<file path="src/rtl/scale_step_ctrl_pkg.sv">
// Shared definitions for the Scale step controller: default widths, FSM
// state codes and the step-direction type used between FSM and Scale logic.
package scale_step_ctrl_pkg;

  // Default Scale width; the Divider reads the same value.
  localparam int SCALE_W_DEF = 6;

  // FSM state codes (3-bit, shared encoding).
  localparam logic [2:0] ST_IDLE    = 3'd0;
  localparam logic [2:0] ST_HOLD_UP = 3'd1;
  localparam logic [2:0] ST_HOLD_DN = 3'd2;
  localparam logic [2:0] ST_RPT_UP  = 3'd3;
  localparam logic [2:0] ST_RPT_DN  = 3'd4;
  localparam logic [2:0] ST_LOCKOUT = 3'd5;

  // Step request from the FSM to the Scale register.
  typedef enum logic [1:0] {
    STEP_NONE = 2'd0,
    STEP_UP   = 2'd1,
    STEP_DN   = 2'd2
  } step_e;

  // True for the states that belong to a held Plus button.
  function automatic logic is_up_state(input logic [2:0] st);
    return (st == ST_HOLD_UP) || (st == ST_RPT_UP);
  endfunction

  // True for the auto-repeat states (as opposed to the initial hold wait).
  function automatic logic is_rpt_state(input logic [2:0] st);
    return (st == ST_RPT_UP) || (st == ST_RPT_DN);
  endfunction

endpackage

</file>
<file path="src/rtl/scale_step_ctrl_btn_edge_detect.sv">
// Rising-edge detector for one debounced button level. The previous-level
// register resets to 1 so a button held through reset never counts as a press.
module btn_edge_detect (
  input  logic sysclk,
  input  logic reset,
  input  logic level,
  output logic rise
);

  logic prev_q;

  // Remember the level sampled at the previous edge.
  always_ff @(posedge sysclk) begin
    if (reset) begin
      prev_q <= 1'b1;
    end else begin
      prev_q <= level;
    end
  end

  assign rise = level & ~prev_q;

endmodule

</file>
<file path="src/rtl/scale_step_ctrl.sv">
// Scale step controller: converts debounced Plus/Minus levels into the
// saturating Scale word for the frequency Divider, with press-to-step,
// hold-then-auto-repeat, both-buttons lockout, limit flags and a step strobe.
module scale_step_ctrl
  import scale_step_ctrl_pkg::*;
#(
  parameter int SCALE_W       = SCALE_W_DEF,
  parameter int SCALE_MIN     = 0,
  parameter int SCALE_MAX     = 63,
  parameter int SCALE_RST     = 8,
  parameter int HOLD_CYCLES   = 50_000_000,
  parameter int REPEAT_CYCLES = 10_000_000,
  parameter int TIMER_W       = 26
) (
  input  logic               sysclk,
  input  logic               reset,
  input  logic               Plus,
  input  logic               Minus,
  output logic [SCALE_W-1:0] Scale,
  output logic               At_Max,
  output logic               At_Min,
  output logic               Step_Pulse
);

  localparam logic [SCALE_W-1:0] MIN_V      = SCALE_W'(SCALE_MIN);
  localparam logic [SCALE_W-1:0] MAX_V      = SCALE_W'(SCALE_MAX);
  localparam logic [SCALE_W-1:0] RST_V      = SCALE_W'(SCALE_RST);
  localparam logic [SCALE_W-1:0] ONE_V      = SCALE_W'(1);
  localparam logic [TIMER_W-1:0] HOLD_LAST  = TIMER_W'(HOLD_CYCLES - 1);
  localparam logic [TIMER_W-1:0] RPT_LAST   = TIMER_W'(REPEAT_CYCLES - 1);
  localparam logic [TIMER_W-1:0] TIMER_ONE  = TIMER_W'(1);
  localparam logic               RST_AT_MAX = (RST_V == MAX_V);
  localparam logic               RST_AT_MIN = (RST_V == MIN_V);

  logic [2:0]         state_q;
  logic [2:0]         state_nxt;
  logic [TIMER_W-1:0] timer_q;
  logic [TIMER_W-1:0] timer_nxt;
  logic [SCALE_W-1:0] scale_q;
  logic [SCALE_W-1:0] scale_nxt;
  logic               at_max_q;
  logic               at_min_q;
  logic               step_pulse_q;
  logic               changed;
  step_e              step_req;

  logic plus_rise;
  logic minus_rise;
  logic dir_up;
  logic own_level;
  logic other_level;
  logic [TIMER_W-1:0] last_tick;

  btn_edge_detect u_plus_edge (
    .sysclk (sysclk),
    .reset  (reset),
    .level  (Plus),
    .rise   (plus_rise)
  );

  btn_edge_detect u_minus_edge (
    .sysclk (sysclk),
    .reset  (reset),
    .level  (Minus),
    .rise   (minus_rise)
  );

  // In the hold/repeat states, "own" is the button that started the hold.
  assign dir_up      = is_up_state(state_q);
  assign own_level   = dir_up ? Plus  : Minus;
  assign other_level = dir_up ? Minus : Plus;
  assign last_tick   = is_rpt_state(state_q) ? RPT_LAST : HOLD_LAST;

  // Next-state, timer and step-request decode.
  always_comb begin
    state_nxt = state_q;
    timer_nxt = timer_q;
    step_req  = STEP_NONE;
    case (state_q)
      ST_IDLE: begin
        timer_nxt = '0;
        if (Plus && Minus) begin
          state_nxt = ST_LOCKOUT;
        end else if (plus_rise) begin
          step_req  = STEP_UP;
          state_nxt = ST_HOLD_UP;
        end else if (minus_rise) begin
          step_req  = STEP_DN;
          state_nxt = ST_HOLD_DN;
        end else begin
          state_nxt = ST_IDLE;
        end
      end
      ST_HOLD_UP, ST_HOLD_DN, ST_RPT_UP, ST_RPT_DN: begin
        if (!own_level) begin
          state_nxt = ST_IDLE;
          timer_nxt = '0;
        end else if (other_level) begin
          state_nxt = ST_LOCKOUT;
          timer_nxt = '0;
        end else if (timer_q == last_tick) begin
          timer_nxt = '0;
          step_req  = dir_up ? STEP_UP : STEP_DN;
          state_nxt = dir_up ? ST_RPT_UP : ST_RPT_DN;
        end else begin
          timer_nxt = timer_q + TIMER_ONE;
        end
      end
      ST_LOCKOUT: begin
        timer_nxt = '0;
        if (!Plus && !Minus) begin
          state_nxt = ST_IDLE;
        end else begin
          state_nxt = ST_LOCKOUT;
        end
      end
      default: begin
        state_nxt = ST_IDLE;
        timer_nxt = '0;
      end
    endcase
  end

  // Saturating +/-1: limits are checked before the add so Scale never wraps.
  always_comb begin
    scale_nxt = scale_q;
    changed   = 1'b0;
    case (step_req)
      STEP_UP: begin
        if (scale_q < MAX_V) begin
          scale_nxt = scale_q + ONE_V;
          changed   = 1'b1;
        end else begin
          scale_nxt = scale_q;
          changed   = 1'b0;
        end
      end
      STEP_DN: begin
        if (scale_q > MIN_V) begin
          scale_nxt = scale_q - ONE_V;
          changed   = 1'b1;
        end else begin
          scale_nxt = scale_q;
          changed   = 1'b0;
        end
      end
      default: begin
        scale_nxt = scale_q;
        changed   = 1'b0;
      end
    endcase
  end

  // FSM state and hold/repeat timer.
  always_ff @(posedge sysclk) begin
    if (reset) begin
      state_q <= ST_IDLE;
      timer_q <= '0;
    end else begin
      state_q <= state_nxt;
      timer_q <= timer_nxt;
    end
  end

  // Scale register plus flags derived from next-Scale so they move together.
  always_ff @(posedge sysclk) begin
    if (reset) begin
      scale_q      <= RST_V;
      at_max_q     <= RST_AT_MAX;
      at_min_q     <= RST_AT_MIN;
      step_pulse_q <= 1'b0;
    end else begin
      scale_q      <= scale_nxt;
      at_max_q     <= (scale_nxt == MAX_V);
      at_min_q     <= (scale_nxt == MIN_V);
      step_pulse_q <= changed;
    end
  end

  assign Scale      = scale_q;
  assign At_Max     = at_max_q;
  assign At_Min     = at_min_q;
  assign Step_Pulse = step_pulse_q;

endmodule
</file>
<file path="config.mk">
export PLATFORM = sky130hd
export DESIGN_NAME = scale_step_ctrl
export DESIGN_NICKNAME = d
export VERILOG_FILES = /design/src/rtl/scale_step_ctrl_pkg.sv /design/src/rtl/scale_step_ctrl_btn_edge_detect.sv /design/src/rtl/scale_step_ctrl.sv
export SDC_FILE = /design/constraint.sdc
export NUM_CORES = 1
export LEC_CHECK = 0
export BUFFER_PORTS_ARGS = -buffer_cell sky130_fd_sc_hd__buf_2
export CAP_MARGIN = 20
export CELL_PAD_IN_SITES_DETAIL_PLACEMENT = 2
export CELL_PAD_IN_SITES_GLOBAL_PLACEMENT = 2
export CORE_MARGIN = 2
export CORE_UTILIZATION = 40
export CTS_CLUSTER_DIAMETER = 30
export DETAILED_ROUTE_END_ITERATION = 12
export PLACE_DENSITY = 0.79
export SYNTH_ARGS = -nofsm -noshare
export SYNTH_HDL_FRONTEND = slang
export SYNTH_SLANG_ARGS = --single-unit
export TNS_END_PERCENT = 50
</file>
<file path="constraint.sdc">
create_clock -name sysclk -period 5.35 [get_ports sysclk]
set_input_delay 0.2675 -clock sysclk [delete_from_list [all_inputs] [get_ports sysclk]]
set_output_delay 0.2675 -clock sysclk [all_outputs]
set_load 0.05 [all_outputs]
</file>
; ---- Word-level counts from Yosys, hierarchy flattened
; Index checks and enable logic that the tools add are counted.
[totals]
regBits = 40
output_inout_bits = 9
wordCells = 65
[classes]
add_sub_neg = 3
magnitude_cmp = 2
eq_ne = 10
n_mux = 26
n_bitwise = 6
reduce_logical = 10
[op_table]
columns = operator, count
row1 = "26-bit by 1-bit adder with 26-bit output, second input constant", 1
row2 = 26-bit equality test, 1
row3 = 26-bit two-way mux, 1
row4 = 2-bit two-way mux, 9
row5 = 3-bit two-way mux, 6
row6 = 6-bit two-way mux, 2
row7 = 6-bit one-hot mux with 2 select lines, 1
row8 = 3-bit one-hot mux with 3 select lines, 1
row9 = "6-bit by 1-bit adder with 6-bit output, second input constant", 1
row10 = "3-bit by 2-bit equality test with 1-bit output, second input constant", 2
row11 = "3-bit equality test, second input constant", 2
row12 = "6-bit equality test, second input constant", 1
row13 = "6-bit by 1-bit greater-than comparator with 1-bit output, second input constant", 1
row14 = 6-bit zero test, 1
row15 = "6-bit less-than comparator, second input constant", 1
row16 = "6-bit by 1-bit subtractor with 6-bit output, second input constant", 1
row17 = 5-bit OR reduction, 1
row18 = 1-bit two-way mux, 4
row19 = "4-bit inequality test, second input constant", 1
row20 = 1-bit NOT, 4
row21 = 2-bit one-hot mux with 2 select lines, 1
row22 = 4-bit OR reduction, 1
row23 = "3-bit by 1-bit equality test with 1-bit output, second input constant", 1
row24 = 3-bit zero test, 1
row25 = other kinds (7), 11

; ---- Logic depth before layout (Yosys ltp)
; Gate-level depths: netlist of run 1.
[depth]
depth_word = 11
depth_mapped = 13

; ---- By module
; A second synthesis of run 1 with hierarchy kept.
[unflattened]
cells_unflattened = 271
area_unflattened_um2 = 2270.9
[by_module_without_submodules]
columns = mod, n_inst, cells_per_inst, area_each_um2
row1 = scale_step_ctrl, 1, 265, 2205.9
row2 = btn_edge_detect, 2, 3, 32.5

; ---- Least setup slack after synthesis of run 1
; OpenSTA, ideal clock, no wires.
[synth_timing]
path_type = flip-flop to flip-flop
startpoint = reg timer_q[8]
endpoint = reg at_max_q (netlist: At_Max)
setup_time_ns = 0.092
arrival_time_ns = 3.255
required_time_ns = 5.258
setup_slack_ns = 2.003
stages_incl_launch_ff = 13
path_buffers = 1
synth_period_minus_slack_ns = 3.347
path_cell_list = dfxtp_1 or4b_1 nor4_1 o2111a_2 a21oi_1 or3_1 ha_1 clkbuf_1 nor3b_1 nand4_1 o311a_1 or4_1 nor4_1
[synth_between]
elab_chain_len = 8
word_cells_on_any_way = 9
classes_between = eq/ne (4) / mux (5)
[synth_lines]
columns = element, line
row1 = start: declaration, scale_step_ctrl.sv:37  ; logic [TIMER_W-1:0] timer_q;
row2 = start signal: assignment, scale_step_ctrl.sv:161  ; timer_q <= timer_nxt;
row3 = 26-bit equality test (*), scale_step_ctrl.sv:101  ; end else if (timer_q == last_tick) begin
row4 = 2-bit two-way mux (*), scale_step_ctrl.sv:101
row5 = 2-bit two-way mux (*), scale_step_ctrl.sv:98  ; end else if (other_level) begin
row6 = 2-bit two-way mux (*), scale_step_ctrl.sv:95  ; if (!own_level) begin
row7 = 2-bit one-hot mux with 2 select lines (*), scale_step_ctrl.sv:79  ; case (state_q)
row8 = 2-bit equality test or 2-bit by 1-bit equality test with 1-bit output (tied branches), scale_step_ctrl.sv:128  ; case (step_req)
row9 = 6-bit one-hot mux with 2 select lines (*), scale_step_ctrl.sv:128
row10 = 6-bit equality test (*), scale_step_ctrl.sv:174  ; at_max_q <= (scale_nxt == MAX_V);
row11 = end signal: assignment, scale_step_ctrl.sv:174
row12 = end: declaration, scale_step_ctrl.sv:41  ; logic at_max_q;
; Mark *: on every way between the ends. The rest lies on a longest branch, timed or not.
; A chain may end at the register's enable or synchronous reset.

; ---- Final worst setup path of run 1
[layout_timing]
startpoint = reg timer_q[18]
endpoint = reg at_max_q (netlist: At_Max)
; Same word-level chain as after synthesis.

==> run_results.csv, run 1 <==
group,metric,value,unit
run_status,outcome,"completed",
critical_path,critPathRequiredTime,5.55,ns
floorplan,dieWidth,80.9,microns
cts,path_clk_slew,0.09,ns
cts,clock_insertion_delay_worst_skew,0.30,ns
synthesis,netlist_top_cells_area,"sky130_fd_sc_hd__dfxtp_1 (34%), sky130_fd_sc_hd__nor2_4 (8.6%), sky130_fd_sc_hd__xor2_1 (6.7%)",
global_routing,gr-usage-all-layers,20.0,%
synthesis,yosys.area.top_type,"sky130_fd_sc_hd__dfxtp_1",
critical_path,worst-setup-path-type,"reg2reg",
placement,gpl.final_weighted_congestion,0.794,
critical_path,slowest_delay,0.51,ns
sta,maxSlewHeadroom,27.8,%
floorplan,dieHeight,80.9,microns
cts,clock-sinks,40,
synthesis,ys_async_sr_fraction,0,%
global_routing,gr_overflow_total,0,
sta,timing.final.crit_share,72.1,%
route,avgRoutedWirePerCell,17.1,microns
global_routing,antenna_found_initial,0,
cts,cts.hold.buffers_added,0,
floorplan,core_area,5610,sq um
sta,report.final.slew_viol_count,0,
synthesis,synth-seq-cells,40,
synthesis,synthMostInstantiatedCell,"sky130_fd_sc_hd__dfxtp_1",
critical_path,worst_ep_arrival_time,4.05,ns
critical_path,crit_path_top_delay_cell,"sky130_fd_sc_hd__or4b_1",
critical_path,cp_common_cell,"sky130_fd_sc_hd__nor4_1",
sta,final.hold.worst_slack,0.289,ns
sta,setup_ws,1.49,ns
critical_path,cpLargestDelayFamily,"simple AND/OR/NAND/NOR gates",
layout,drive_above_1_share,17.8,%
placement,dp_cells,344,
route,vias,1988,
sta,maximum_clock_skew_at_final_layout,0.00935,ns
synthesis,syn_nets,281,
sta,final.setup.tns,0,ns
sta,period_minus_slack,3.86,ns
layout,num_antenna_cells,0,
critical_path,cp-end-kind,"flip-flop",
cts,clock-root-buffer,"sky130_fd_sc_hd__clkbuf_8",
pwr,power_density,239,nW/um^2
global_routing,vias_in_the_first_global_route,2044,
synthesis,synth_enable_flop_cells,0,
synthesis,ys_warn_count,0,
route,detail_route.wirelength,6020,microns
critical_path,worstPathCellList,"or4b_1, nor4_1, o2111a_2, a21oi_1, or3_1, ha_1, nand2b_1, a311oi_1, nor3_1, or4_1, nor4_1",
placement,place.port_buffers,12,
run,timing.max_cap.violations,0,
layout,area.growth.synth_to_final,7.83,%
synthesis,netlist_instances,272,
synthesis,ys_top_cells_by_count,"sky130_fd_sc_hd__dfxtp_1 (40), sky130_fd_sc_hd__nor2_1 (26), sky130_fd_sc_hd__nand2_1 (18), sky130_fd_sc_hd__nor2_4 (18), sky130_fd_sc_hd__xor2_1 (18)",
layout,fillCellCount,653,
layout,finish.net_count,289,
route,detail_route.first_pass.iterations,4,
floorplan,initial_core_utilization,42.1,%
route,post-route-drc-count,0,
hold_path,hold_path.class,"in2reg",
placement,place_ws,1.51,ns
critical_path,worst_setup_path_start_kind,"flip-flop",
floorplan,core.rowCount,27,
cts,number_of_setup_buffers_added_after_cts,0,
layout,final_cells,353,
floorplan,i_o_pins,13,
synthesis,yosysSeqAreaShare,33.9,%
route,ant_nets,0,
cts,h_tree_levels,2,
sta,final_hold_viol_count,0,
global_routing,pin_count_of_the_biggest_net_entering_global_routing,27,
critical_path,cp_max_fo,13,
pwr,reported_leakage_power,0.826,nW
sta,worst_slew_pin_slew,1.08,ns
synthesis,synthFlopType,"sky130_fd_sc_hd__dfxtp_1",
cts,clock_tree_from_tritoncts,"built",
synthesis,cell_variety_after_synth,54,
critical_path,worstPathBufferInverterCount,0,
sta,finalSetupViolCount,0,
floorplan,die-area,6540,sq um
synthesis,synth.top_cell.area_share,33.9,%
placement,half_perimeter_wire_length_of_the_detailed_placement_result,4300,microns
cts,cts_buffer_depth,2,
sta,maxClockFrequency,259,MHz
route,routed_via_density,5.63,
synthesis,postSynthAreaPerCell,8.69,sq um
cts,cts_buffers,5,
cts,ctsResizeCount,0,
pwr,max-vdd-ir-drop,0.000174,V
global_routing,grt_first_pass_wirelength,10200,microns
layout,utilization,45.4,%
route,drt_iter0_drc,71,
sta,unrepaired_setup_endpoints_after_global_routing,"false",
synthesis,netlist_area_pre_place,2360,sq um
## metal layers
metal,GRT usage (%),share of wire (%),up-vias
li1,-,-,983
met1,27.0,49,978
met2,32.9,48,21
met3,3.78,2.1,6
met4,5.08,0.91,0
met5,0,0,-
## final timing paths
check	slack (ns)	end	start	depth (start not counted)
setup / recovery	1.49	At_Max$_SDFF_PP0_	timer_q[18]$_SDFF_PP0_	11
hold / removal	0.29	u_plus_edge.prev_q$_SDFF_PP1_	Plus	2
setup reg to reg	1.49	At_Max$_SDFF_PP0_	timer_q[18]$_SDFF_PP0_	11
hold reg to reg	0.48	timer_q[0]$_SDFF_PP0_	timer_q[0]$_SDFF_PP0_	1
## state kept, by name, summed over array words and instances (netlist names)
name and flops:
Step_Pulse 1, At_Min 1, u_minus_edge.prev_q 1, timer_q 26, u_plus_edge.prev_q 1, state_q 3, At_Max 1, Scale 6
## metrics by stage
stage	power (mW)	cell area [sq um]
floorplan	0.344	2360
detailed placement	0.352	2420
global placement	0.351	2420
CTS	0.620	2540
finish	0.610	2550
global route	0.636	2550
## cells by family after synthesis
| family | after synthesis | share of synthesized area (%) |
|---|---|---|
| flip-flops | 40 | 33.9 |
| AND/OR/NAND/NOR | 139 | 36.4 |
| buffers and inverters | 22 | 5.66 |
| adder cells (fa/ha/maj) | 5 | 2.65 |
| AO/OA/AOI/OAI | 42 | 12.5 |
| XOR/XNOR | 24 | 8.89 |
## cell type report
| cell class | count | area [sq um] | share of cell area, % |
|---|---|---|---|
| multi-input cells | 210 | 1430 | 56.1 |
| flip-flops and latches | 40 | 801 | 31.4 |
| well taps | 72 | 90.1 | 3.53 |
| clock buffers | 6 | 82.6 | 3.24 |
| repair buffers | 14 | 72.6 | 2.85 |
| clock inverters | 2 | 38.8 | 1.52 |
| inverters | 9 | 33.8 | 1.33 |
## cell usage in the layout, fill, tap and decap left out, drive strengths merged, types with 2 or more instances in the layout
master | Yosys | layout
or3 | 3 | 3
nor3b | 5 | 5
o21ai | 10 | 10
o311a | 3 | 3
nor4 | 4 | 4
nand3 | 13 | 13
or2 | 2 | 2
buf | 7 | 13
nand2b | 3 | 3
and3b | 2 | 2
clkbuf | 6 | 7
a31oi | 3 | 3
and2 | 3 | 3
and3 | 4 | 4
nand4b | 2 | 2
nor2 | 46 | 46
inv | 9 | 9
nor2b | 6 | 6
o2111a | 2 | 2
xnor2 | 6 | 6
dfxtp | 40 | 40
nor3 | 12 | 12
nand4 | 8 | 8
ha | 5 | 5
and4 | 4 | 4
o41ai | 2 | 2
xor2 | 18 | 18
a2bb2oi | 2 | 2
o211ai | 2 | 2
nand2 | 18 | 18
a21oi | 7 | 7
## power breakdown
group,leakage [nW],total (mW),internal [mW],switching (mW)
Sequential,0.323,0.307,0.301,0.00652
Combinational,0.441,0.0381,0.0127,0.0255
Clock,0.0614,0.265,0.153,0.112
Total,0.826,0.610,0.466,0.144
Power figures use the tool's default switching activity.
==> run 2, diff against run 1 <==
CORE_UTILIZATION = 38   (was 40)
PLACE_DENSITY = 0.76   (was 0.79)
clock period = 3.6 ns   (was 5.35 ns; I/O delays follow)
==> run_results.csv, run 2 (synthesis results as in run 1) <==
group,metric,value,unit
run_status,outcome,"completed",
pwr,p_clk_share,43.8,%
placement,place.port_buffers,12,
cts,clock-sinks,40,
pwr,comb_power_share,7.4,%
cts,clock_tree_from_tritoncts,"built",
global_routing,vias_in_the_first_global_route,2098,
sta,final.hold.worst_slack,0.188,ns
floorplan,core_area,5960,sq um
global_routing,gr_overflow_total,0,
global_routing,antenna_found_initial,0,
floorplan,i_o_pins,13,
route,avgRoutedWirePerCell,17.7,microns
layout,finish.net_count,300,
placement,half_perimeter_wire_length_of_the_detailed_placement_result,4490,microns
layout,num_antenna_cells,0,
pwr,max-vdd-ir-drop,0.000178,V
sta,maxSlewHeadroom,25.9,%
pwr,fin_total_pwr,926,uW
sta,report.final.slew_viol_count,0,
pwr,reported_leakage_power,0.884,nW
route,detail_route.wirelength,6510,microns
sta,maximum_clock_skew_at_final_layout,0.0164,ns
critical_path,cp_max_fo,5,
cts,path_clk_slew,0.09,ns
route,vias,2065,
sta,maxClockFrequency,294,MHz
route,ant_nets,0,
global_routing,gr-usage-all-layers,18.9,%
sta,finalSetupViolCount,0,
route,detail_route.first_pass.iterations,4,
sta,worst_slew_pin_slew,1.11,ns
layout,max_ffs_per_register,26,
layout,final_cell_mix,"sky130_fd_sc_hd__dfxtp_1 (40), sky130_fd_sc_hd__nor2_1 (25), sky130_fd_sc_hd__nand2_1 (18), sky130_fd_sc_hd__nor2_4 (18), sky130_fd_sc_hd__xor2_1 (18)",
critical_path,worst_setup_path_start_kind,"flip-flop",
layout,post-route-cell-area,2680,sq um
pwr,total_switching_power,229,uW
layout,fillCellCount,684,
cts,cts_buffers,5,
critical_path,flop_to_flop_setup_slack,0.20,ns
run,timing.max_cap.violations,0,
route,routed_via_density,5.63,
layout,layout_commonest_cell,"sky130_fd_sc_hd__dfxtp_1",
pwr,power_frac_seq,48.9,%
route,post-route-drc-count,0,
pwr,power_density,346,nW/um^2
sta,final_hold_viol_count,0,
global_routing,grt_first_pass_wirelength,10600,microns
hold_path,hold_path.class,"in2reg",
placement,dpl-instance-area,2500,sq um
cts,cts_buffer_depth,2,
hold_path,hold_end,"u_plus_edge.prev_q$_SDFF_PP1_",
critical_path,worst-setup-path-type,"reg2reg",
floorplan,core.rowCount,28,
hold_path,whs_path_depth,2,
floorplan,dieHeight,82.9,microns
critical_path,critical_path.reg2reg.endpoint,"At_Max$_SDFF_PP0_",
critical_path,rr_worst_depth,10,
placement,place_ws,-0.00148,ns
route,drt_iter0_drc,49,
critical_path,worst_ep_arrival_time,3.61,ns
critical_path,cp-end-kind,"flip-flop",
floorplan,initial_core_utilization,39.7,%
sta,timing.final.crit_share,94.4,%
cts,clock_insertion_delay_worst_skew,0.30,ns
floorplan,dieWidth,82.9,microns
layout,area.growth.synth_to_final,13.4,%
cts,h_tree_levels,2,
placement,gpl.final_weighted_congestion,0.811,
pwr,intPower,698,uW
critical_path,critPathRequiredTime,3.81,ns
sta,period_minus_slack,3.40,ns
hold_path,timing.hold.worst.start,"Plus",
floorplan,die-area,6870,sq um
cts,clock-root-buffer,"sky130_fd_sc_hd__clkbuf_8",
sta,setup_ws,0.203,ns
global_routing,pin_count_of_the_biggest_net_entering_global_routing,27,
critical_path,rr_startpoint,"timer_q[8]$_SDFF_PP0_",
pwr,p_sw_share,24.7,%
layout,drive_above_1_share,23.6,%
layout,largest_register,"timer_q",
-- run 2: power by group through the flow --
stage / registers, mW / clock network [mW] / logic [mW]
5_1_grt: 0.454 / 0.429 / 0.0745
6_report: 0.453 / 0.406 / 0.0681
2_1_floorplan: 0.466 / 0 / 0.0462
3_5_place_dp: 0.463 / 0 / 0.0649
4_1_cts: 0.453 / 0.415 / 0.0666
3_3_place_gp: 0.463 / 0 / 0.0640
-- run 2: metrics by stage --
step	cells	util [%]	setup TNS (ns)
after CTS	365	44.1	0
after floorplan	272	-	0
final	367	45.0	0
after global placement	357	42.0	0
after global routing	367	45.0	-0.0288
after detailed placement	357	42.0	-0.00148
-- run 2: worst max-delay path, stage by stage (launching register included) --
cell                       delay (ns)
sky130_fd_sc_hd__dfxtp_1         0.35
sky130_fd_sc_hd__or4b_1          0.54
sky130_fd_sc_hd__nor4_2          0.14
sky130_fd_sc_hd__o2111a_2        0.24
sky130_fd_sc_hd__a21oi_1         0.07
sky130_fd_sc_hd__or3_1           0.41
sky130_fd_sc_hd__ha_4            0.27
sky130_fd_sc_hd__nand2b_2        0.23
sky130_fd_sc_hd__o311a_1         0.40
sky130_fd_sc_hd__or4_1           0.50
sky130_fd_sc_hd__nor4_2          0.16
-- run 2: what timing repair did --
item,4_1_cts,5_1_grt
hold buffers,0,0
pin swaps,0,3
resized for setup,2,7
setup buffers,0,1
setup endpoints to repair,1,2
-- run 2: final cells by class --
| cell class | instances | area, sq um | share of cell area, % |
|---|---|---|---|
| multi-input combinational | 210 | 1470 | 54.9 |
| sequential | 40 | 801 | 29.9 |
| timing repair buffer | 25 | 158 | 5.88 |
| tap | 75 | 93.8 | 3.50 |
| clock buffer | 6 | 82.6 | 3.08 |
| clock inverter | 2 | 38.8 | 1.45 |
| inverter | 9 | 33.8 | 1.26 |
-- run 2: worst max path at each step --
stage | start | end | slack [ns] | cells after the start
floorplan | timer_q[8]$_SDFF_PP0_ | At_Max$_SDFF_PP0_ | 0.25 | 12
global placement | timer_q[8]$_SDFF_PP0_ | At_Max$_SDFF_PP0_ | 0.18 | 10
detailed placement | timer_q[8]$_SDFF_PP0_ | At_Max$_SDFF_PP0_ | -0.001 | 10
CTS | timer_q[8]$_SDFF_PP0_ | At_Max$_SDFF_PP0_ | 0.03 | 12
global route | timer_q[8]$_SDFF_PP0_ | At_Max$_SDFF_PP0_ | -0.03 | 13
finish | timer_q[8]$_SDFF_PP0_ | At_Max$_SDFF_PP0_ | 0.20 | 10
-- run 2: routing by layer --
layer,up-vias,global-route usage (%),wire [microns]
li1,1004,-,-
met5,-,0,0
met3,6,3.58,138
met2,25,33.1,3260
met4,0,4.02,64
met1,1030,24.3,3050
==> run 3, diff against run 2 <==
REMOVE_ABC_BUFFERS = 1   (was not set)
==> run_results.csv, run 3 (synthesis results as in run 1) <==
group,metric,value,unit
layout,largest_register,"timer_q",
floorplan,dieWidth,82.9,microns
sta,final_hold_viol_count,0,
placement,place.port_buffers,12,
critical_path,slowest_delay,0.54,ns
cts,ctsResizeCount,0,
critical_path,cpLargestDelayFamily,"simple AND/OR/NAND/NOR gates",
layout,utilization,44.1,%
critical_path,rr_worst_depth,11,
sta,final.hold.worst_slack,0.192,ns
layout,drive_above_1_share,22.0,%
critical_path,worst-setup-path-type,"reg2reg",
cts,path_clk_slew,0.08,ns
layout,max_ffs_per_register,26,
global_routing,gr-usage-all-layers,18.2,%
layout,post-route-cell-area,2630,sq um
floorplan,core_area,5960,sq um
critical_path,worst_setup_path_start_kind,"flip-flop",
floorplan,dieHeight,82.9,microns
cts,number_of_setup_buffers_added_after_cts,0,
run,timing.max_cap.violations,0,
sta,report.final.slew_viol_count,0,
route,avgRoutedWirePerCell,16.2,microns
cts,cts_buffer_depth,2,
placement,half_perimeter_wire_length_of_the_detailed_placement_result,4480,microns
sta,timing.final.crit_share,93.4,%
floorplan,die-area,6870,sq um
floorplan,i_o_pins,13,
critical_path,worst_ep_arrival_time,3.57,ns
sta,worst_slew_pin_slew,0.897,ns
critical_path,flop_to_flop_setup_slack,0.24,ns
critical_path,rr_startpoint,"timer_q[8]$_SDFF_PP0_",
cts,clock_tree_from_tritoncts,"built",
global_routing,gr_overflow_total,0,
layout,finish.net_count,299,
route,ant_nets,0,
critical_path,cp.depth,11,
pwr,max-vdd-ir-drop,0.000155,V
placement,dpl-instance-area,2510,sq um
cts,h_tree_levels,2,
route,vias,1979,
sta,maxClockFrequency,298,MHz
sta,finalSetupViolCount,0,
placement,gpl.final_weighted_congestion,0.780,
cts,clock-sinks,40,
global_routing,vias_in_the_first_global_route,2155,
critical_path,worstSetupStartpoint,"timer_q[8]$_SDFF_PP0_",
critical_path,worstPathCellList,"or4b_1, nor4_2, o2111a_2, a21oi_1, or3_1, ha_4, nand2b_1, a311oi_1, nor3_1, or4_1, nor4_1",
global_routing,pin_count_of_the_biggest_net_entering_global_routing,17,
floorplan,core.rowCount,28,
critical_path,critical_path.reg2reg.endpoint,"At_Max$_SDFF_PP0_",
critical_path,critPathRequiredTime,3.81,ns
sta,final.setup.tns,0,ns
global_routing,antenna_found_initial,0,
layout,num_antenna_cells,0,
critical_path,crit_path_top_delay_cell,"sky130_fd_sc_hd__or4b_1",
floorplan,initial_core_utilization,39.7,%
run_status,outcome,"completed",
cts,clock-root-buffer,"sky130_fd_sc_hd__clkbuf_8",
hold_path,hold_path.class,"in2reg",
critical_path,cp-end-kind,"flip-flop",
route,drt_iter0_drc,73,
layout,area.growth.synth_to_final,11.2,%
cts,cts.hold.buffers_added,0,
pwr,reported_leakage_power,0.866,nW
route,detail_route.first_pass.iterations,4,
route,routed_via_density,5.41,
sta,unrepaired_setup_endpoints_after_global_routing,"false",
cts,cts_buffers,5,
critical_path,cp_max_fo,5,
sta,maxSlewHeadroom,39.7,%
layout,fillCellCount,672,
global_routing,grt_first_pass_wirelength,10400,microns
sta,maximum_clock_skew_at_final_layout,0.00540,ns
pwr,power_density,316,nW/um^2
route,post-route-drc-count,0,
layout,layout_commonest_cell,"sky130_fd_sc_hd__dfxtp_1",
critical_path,termination_of_the_worst_setup_path,"At_Max$_SDFF_PP0_",
cts,clock_insertion_delay_worst_skew,0.29,ns
sta,period_minus_slack,3.36,ns
layout,final_cell_mix,"sky130_fd_sc_hd__dfxtp_1 (40), sky130_fd_sc_hd__nor2_1 (26), sky130_fd_sc_hd__nand2_1 (18), sky130_fd_sc_hd__nor2_4 (18), sky130_fd_sc_hd__xor2_1 (18)",
route,detail_route.wirelength,5940,microns
critical_path,worstPathBufferInverterCount,0,
[run 3: how the worst min path moves through the flow]
stage,from,endpoint,slack [ns],cells after the start
2_1_floorplan,reset,state_q[0]$_SDFFE_PP0P_,0.25,1
3_3_place_gp,timer_q[0]$_SDFF_PP0_,timer_q[0]$_SDFF_PP0_,0.46,1
3_5_place_dp,timer_q[0]$_SDFF_PP0_,timer_q[0]$_SDFF_PP0_,0.46,1
4_1_cts,Plus,u_plus_edge.prev_q$_SDFF_PP1_,0.19,2
5_1_grt,Minus,u_minus_edge.prev_q$_SDFF_PP1_,0.20,2
6_report,Plus,u_plus_edge.prev_q$_SDFF_PP1_,0.19,2
[run 3: layout make-up]
type	instances	area (sq um)	area share, %
inverter	9	33.8	1.29
timing repair buffer	24	150	5.71
tap	75	93.8	3.57
clock buffer	6	82.6	3.14
clock inverter	2	10.0	0.381
sequential	40	801	30.5
multi-input combinational	210	1460	55.4
[run 3: where the power goes]
group          internal (mW)  total [mW]  switching, mW  leakage (nW)
registers              0.447       0.453        0.00599         0.323
clock network          0.153       0.312          0.159        0.0510
logic                 0.0237      0.0659         0.0422         0.492
[run 3: per-stage QoR]
step,setup WS (ns),cells,total power [mW]
2_1_floorplan,0.173,259,0.504
3_3_place_gp,0.123,358,0.528
3_5_place_dp,0.000661,358,0.529
4_1_cts,0.0111,366,0.843
5_1_grt,0.0258,366,0.874
6_report,0.239,366,0.831
[run 3: metal layers]
layer	GRT usage, %	routed length (microns)	vias to the layer above
met3	3.08	142	9
met2	30.1	2800	21
met1	23.9	2900	953
li1	-	-	996
met5	0	0	-
met4	6.26	89	0
